## config.mk

```make
export PLATFORM = sky130hd
export DESIGN_NAME = instr_sequencer
export DESIGN_NICKNAME = d
export VERILOG_FILES = /design/src/rtl/instr_sequencer.sv
export SDC_FILE = /design/constraint.sdc
export NUM_CORES = 1
export LEC_CHECK = 0
export ABC_AREA = 1
export ABC_CLOCK_PERIOD_IN_PS = 2500
export CAP_MARGIN = 20
export CORE_ASPECT_RATIO = 1.1
export CORE_UTILIZATION = 56
export CTS_CLUSTER_SIZE = 30
export DETAILED_ROUTE_END_ITERATION = 6
export GPL_ROUTABILITY_DRIVEN = 0
export PLACE_DENSITY = 0.78
export SLEW_MARGIN = 20
export SYNTH_ARGS = -nofsm -noshare
export SYNTH_HDL_FRONTEND = slang
export SYNTH_SLANG_ARGS = --single-unit
```

## constraint.sdc

```tcl
create_clock -name clk -period 2.5 [get_ports clk]
set_input_delay 0.25 -clock clk [delete_from_list [all_inputs] [get_ports clk]]
set_output_delay 0.25 -clock clk [all_outputs]
set_load 0.01 [all_outputs]
```

## src/rtl/instr_sequencer.sv

```systemverilog
// Command FIFO between the keyboard decoder and the calculator control FSM.
// Replays queued {opcode, operand} pairs as fixed-width new_instruction pulses.
module instr_sequencer #(
  parameter int DEPTH       = 4,
  parameter int DW          = 4,
  parameter int HOLD_CYCLES = 2,
  parameter int TIMEOUT     = 64
) (
  input  logic                     clk,
  input  logic                     rst_n,
  input  logic                     key_valid,
  input  logic [2:0]               key_op,
  input  logic [DW-1:0]            key_data,
  input  logic                     ready,
  input  logic                     clr_err,
  output logic                     new_instruction,
  output logic [2:0]               instruction,
  output logic [DW-1:0]            operand,
  output logic                     busy,
  output logic [$clog2(DEPTH):0]   fifo_count,
  output logic                     err_ovf,
  output logic                     err_op,
  output logic                     err_tmo
);

  localparam int AW = $clog2(DEPTH);
  localparam int EW = 3 + DW;
  localparam int HW = $clog2(HOLD_CYCLES + 1);
  localparam int TW = $clog2(TIMEOUT + 1);
  localparam logic [2:0] IDLE_CODE = 3'b101;

  localparam logic [1:0] S_IDLE     = 2'd0;
  localparam logic [1:0] S_ISSUE    = 2'd1;
  localparam logic [1:0] S_SETTLE   = 2'd2;
  localparam logic [1:0] S_WAIT_RDY = 2'd3;

  logic [EW-1:0]   mem_q [DEPTH];
  logic [1:0]      state_q, state_d;
  logic [AW-1:0]   wr_ptr_q, wr_ptr_d, rd_ptr_q, rd_ptr_d;
  logic [AW:0]     count_q, count_d;
  logic [HW-1:0]   hold_q, hold_d;
  logic            settle_q, settle_d;
  logic [TW-1:0]   tmo_q, tmo_d;
  logic            ni_q, ni_d;
  logic [2:0]      instr_q, instr_d;
  logic [DW-1:0]   oper_q, oper_d;
  logic            ovf_q, ovf_d, op_q, op_d, tmo_err_q, tmo_err_d;
  logic            legal, push_req, push_ok, pop, fifo_empty, fifo_full;
  logic            ovf_evt, tmo_evt;

  assign legal      = (key_op <= 3'd4);
  assign push_req   = key_valid & legal;
  assign fifo_empty = (count_q == '0);
  assign fifo_full  = (count_q == (AW+1)'(DEPTH));

  always_comb begin
    state_d  = state_q;
    rd_ptr_d = rd_ptr_q;
    wr_ptr_d = wr_ptr_q;
    hold_d   = hold_q;
    settle_d = settle_q;
    tmo_d    = tmo_q;
    ni_d     = ni_q;
    instr_d  = instr_q;
    oper_d   = oper_q;
    pop      = 1'b0;
    tmo_evt  = 1'b0;
    case (state_q)
      S_IDLE: pop = !fifo_empty && ready;
      S_ISSUE: begin
        if (hold_q == '0) begin
          ni_d     = 1'b0;
          instr_d  = IDLE_CODE;
          settle_d = 1'b0;
          state_d  = S_SETTLE;
        end else begin
          hold_d = hold_q - HW'(1);
        end
      end
      S_SETTLE: begin
        if (settle_q) begin
          tmo_d   = '0;
          state_d = S_WAIT_RDY;
        end else begin
          settle_d = 1'b1;
        end
      end
      S_WAIT_RDY: begin
        // ready here also serves as the idle pop decision, giving HOLD_CYCLES+3 spacing
        if (ready) begin
          state_d = S_IDLE;
          pop     = !fifo_empty;
        end else if (tmo_q == TW'(TIMEOUT - 1)) begin
          tmo_evt = 1'b1;
          state_d = S_IDLE;
        end else begin
          tmo_d = tmo_q + TW'(1);
        end
      end
      default: state_d = S_IDLE;
    endcase

    if (pop) begin
      state_d           = S_ISSUE;
      ni_d              = 1'b1;
      {instr_d, oper_d} = mem_q[rd_ptr_q];
      hold_d            = HW'(HOLD_CYCLES - 1);
      rd_ptr_d          = rd_ptr_q + AW'(1);
    end

    push_ok = push_req && (!fifo_full || pop);
    ovf_evt = push_req && fifo_full && !pop;
    if (push_ok) wr_ptr_d = wr_ptr_q + AW'(1);

    case ({push_ok, pop})
      2'b10:   count_d = count_q + (AW+1)'(1);
      2'b01:   count_d = count_q - (AW+1)'(1);
      default: count_d = count_q;
    endcase

    op_d      = key_valid && !legal;
    ovf_d     = ovf_evt || (ovf_q && !clr_err);
    tmo_err_d = tmo_evt || (tmo_err_q && !clr_err);
  end

  always_ff @(posedge clk) begin
    if (push_ok) mem_q[wr_ptr_q] <= {key_op, key_data};
  end

  always_ff @(posedge clk or negedge rst_n) begin
    if (!rst_n) begin
      state_q   <= S_IDLE;
      wr_ptr_q  <= '0;
      rd_ptr_q  <= '0;
      count_q   <= '0;
      hold_q    <= '0;
      settle_q  <= 1'b0;
      tmo_q     <= '0;
      ni_q      <= 1'b0;
      instr_q   <= IDLE_CODE;
      oper_q    <= '0;
      ovf_q     <= 1'b0;
      op_q      <= 1'b0;
      tmo_err_q <= 1'b0;
    end else begin
      state_q   <= state_d;
      wr_ptr_q  <= wr_ptr_d;
      rd_ptr_q  <= rd_ptr_d;
      count_q   <= count_d;
      hold_q    <= hold_d;
      settle_q  <= settle_d;
      tmo_q     <= tmo_d;
      ni_q      <= ni_d;
      instr_q   <= instr_d;
      oper_q    <= oper_d;
      ovf_q     <= ovf_d;
      op_q      <= op_d;
      tmo_err_q <= tmo_err_d;
    end
  end

  assign new_instruction = ni_q;
  assign instruction     = instr_q;
  assign operand         = oper_q;
  assign busy            = (state_q != S_IDLE) || !fifo_empty;
  assign fifo_count      = count_q;
  assign err_ovf         = ovf_q;
  assign err_op          = op_q;
  assign err_tmo         = tmo_err_q;

endmodule

```

==> results.txt <==
Post-Syn Area: 2760 µm²
Max Freq: 424 MHz
critical path arrival: 2560 ps
post-CTS sizing: 0
syn avg cell area: 9.96 µm²
FF-to-FF Start: state_q[1]
reg2reg setup slack: 140 ps
chip width: 68.9 µm
LEAKAGE: 1.46 nW
Area contributors post-synth: edfxtp_1, dfrtp_1, nand2_1, ha_1, nor2_1
std cell rows: 26
outcome: completed
CTS H-tree lvls: 3
Initial Util: 0.589
Clock Tree Root: clkbuf_8
Slew HR: 0.657
Syn Inst Count: 277
wire per inst: 12.9 µm
CP endpoint kind: register
Final WS setup: 141 ps
overall die area: 5210 µm²
fin crit period: 2360 ps
crit path max fanout: 7
port bufs: 26
Worst setup SP type: register
FF+latch count, synth: 58
drt pass-1 iters: 6
fin nets: 342
P per Cell Area: 1170 nW/µm²
IO Pins: 27
post-place setup slack: 126 ps
CTS Sinks: 58
grt ovf: 0
DR vias/cell: 5.05
first-pass GRT wire length: 7.91 mm
final wirelength: 4.88 mm
clk buf depth: 2
worst vdd ir: 588 µV
period utilization: 0.944
area leader, netlist: edfxtp_1
Worst EP required: 2710 ps
initial antenna violation count: 0
final setup fails: 0
Fin. Hold Viols: 0
Post-Syn Nets: 302
Die H: 75.6 µm
Overall Global Routing Usage: 0.217
DR iter-0 viols: 117
unrepaired setup endpoints after global routing: no
kind of critical path: register to register
DP Wirelength: 3.53 mm
CTS tree: built
Synth warnings: 0
reg2reg end: fifo_count[2]
Seq/Total Area, Yosys: 0.578
vias in the first global route: 1860
max-slew violations: 0
Final ANT Viol Nets: 0
DR DRC count: 0
Slew @ Worst Pin: 514 ps
Synth cell types: 32
Reg clk slew, reported paths: 70 ps
cells on worst reg2reg path: 14
largest net degree at the start of global routing: 31
n_diodes: 0
Area growth, synth to finish: 20.6%
top-area cell type share of the netlist area: 0.305
Hold Path Class: input port to async pin
later-pin clock latency in the skew report: 330 ps
maxcap violations: 0
setup TNS: 0 ps
via count of the routed design: 1908
Worst Skew: 9.21 ps
layout cells sized above 1: 0.149
core area: 4680 µm²
PnR Total Power: 3.88 mW
CTS Buf Count: 9
-- cell usage after synthesis --
master / count
a21oi_1: 2
a21oi_2: 1
buf_4: 3
buf_6: 1
buf_8: 1
clkinv_4: 1
dfrtp_1: 28
dfstp_2: 2
edfxtp_1: 28
fa_1: 1
ha_1: 12
inv_1: 27
inv_2: 3
inv_4: 1
nand2_1: 62
nand2_2: 5
nand2_4: 4
nand3_1: 10
nand3_2: 1
nand4_1: 1
nor2_1: 38
nor2_2: 2
nor2_4: 4
nor3_1: 1
nor3b_1: 1
o21ai_0: 21
o21ai_1: 7
o21bai_1: 1
o22ai_1: 2
o31ai_1: 1
xnor2_1: 1
xor2_1: 4
-- kinds of logic (layout without fill, tap and decap cells) --
group                      after synthesis  after routing  synth area share
and+or+nand+nor                        129            129             0.213
DFF                                     58             58             0.578
buffers and inverters                   37             82            0.0639
AOI/OAI and AO/OA                       35             35            0.0676
adders and majority gates               13             13            0.0617
xor gates and xnor gates                 5              5            0.0159
-- sequential cells by signal (all words and copies together) (netlist names) --
register and count:
settle_q 1, hold_q 2, state_q 2, mem_q 28, fifo_count 3, wr_ptr_q 2, operand 4, err_ovf 1
err_op 1, rd_ptr_q 2, tmo_q 7, instruction 3, err_tmo 1, new_instruction 1
-- how the worst max path moves through the flow --
stage / startpoint / cells after the start / endpoint
2_1_floorplan: state_q[0] / 13 / fifo_count[2]
3_3_place_gp: key_op[1] / 11 / fifo_count[2]
3_5_place_dp: key_op[1] / 11 / fifo_count[2]
4_1_cts: state_q[0] / 14 / fifo_count[2]
5_1_grt: state_q[0] / 14 / fifo_count[2]
6_report: state_q[1] / 14 / fifo_count[2]
-- final cells by class --
type	instances	area [µm²]
flip-flops and latches	58	1590
fillers	372	1360
multi-input cells	182	988
repair buffers	34	320
inverters	32	128
clock buffers	9	124
clock inverters	7	103
well taps	56	70.1
-- critical path, stage by stage (launching register included) --
cell	delay, ps
dfrtp_1	420
inv_1	90
ha_1	280
inv_1	50
nand2_1	100
nor2_4	50
nand2_4	80
nand2_4	70
nand2_4	100
ha_1	140
inv_1	60
fa_1	370
a21oi_1	140
o21ai_0	120
xor2_1	150
-- stage by stage --
stage	util	hold slack [ps]	instance area [µm²]	instances
3_5_place_dp	0.660	470	3090	361
6_report	0.710	311	3330	378
4_1_cts	0.709	313	3320	377
2_1_floorplan	-	-45.6	2760	277
5_1_grt	0.710	360	3330	378
3_3_place_gp	0.660	465	3090	361
-- cells in the final DEF (no fill, tap or decap) --
master and instances:
nand2_1 62, nor2_1 38, dfrtp_1 28, edfxtp_1 28, inv_1 27, clkdlybuf4s50_1 26, o21ai_0 21, ha_1 12
nand3_1 10, clkbuf_8 9, buf_4 8, o21ai_1 7, nand2_2 5, nor2_4 4, nand2_4 4, clkinv_4 4
xor2_1 4, inv_2 3, o22ai_1 2, nor2_2 2, a21oi_1 2, bufinv_16 2, dfstp_2 2, nor3_1 1
nand3_2 1, nand4_1 1, inv_4 1, a21oi_2 1, xnor2_1 1, o21bai_1 1, nor3b_1 1, o31ai_1 1
fa_1 1, clkinvlp_4 1, inv_6 1
-- metal layers --
layer	GRT usage	up-vias	share of wire
met5	0	-	0
met3	0.0479	7	0.031
met1	0.255	894	0.44
met2	0.366	32	0.51
met4	0.122	0	0.017
li1	-	975	-
-- timing repair --
action / CTS / global route
endpoints found under the setup margin: 0 / 1
hold buffers: 0 / 0
endpoints found under the hold margin: 0 / 0
setup buffers: 0 / 1
-- report_power, final --
| part | switching, mW | internal, mW |
|---|---|---|
| clock network | 0.390 | 0.569 |
| registers | 0.183 | 1.25 |
| logic | 0.876 | 0.613 |
Note: power is estimated with default switching activity, not from simulation.
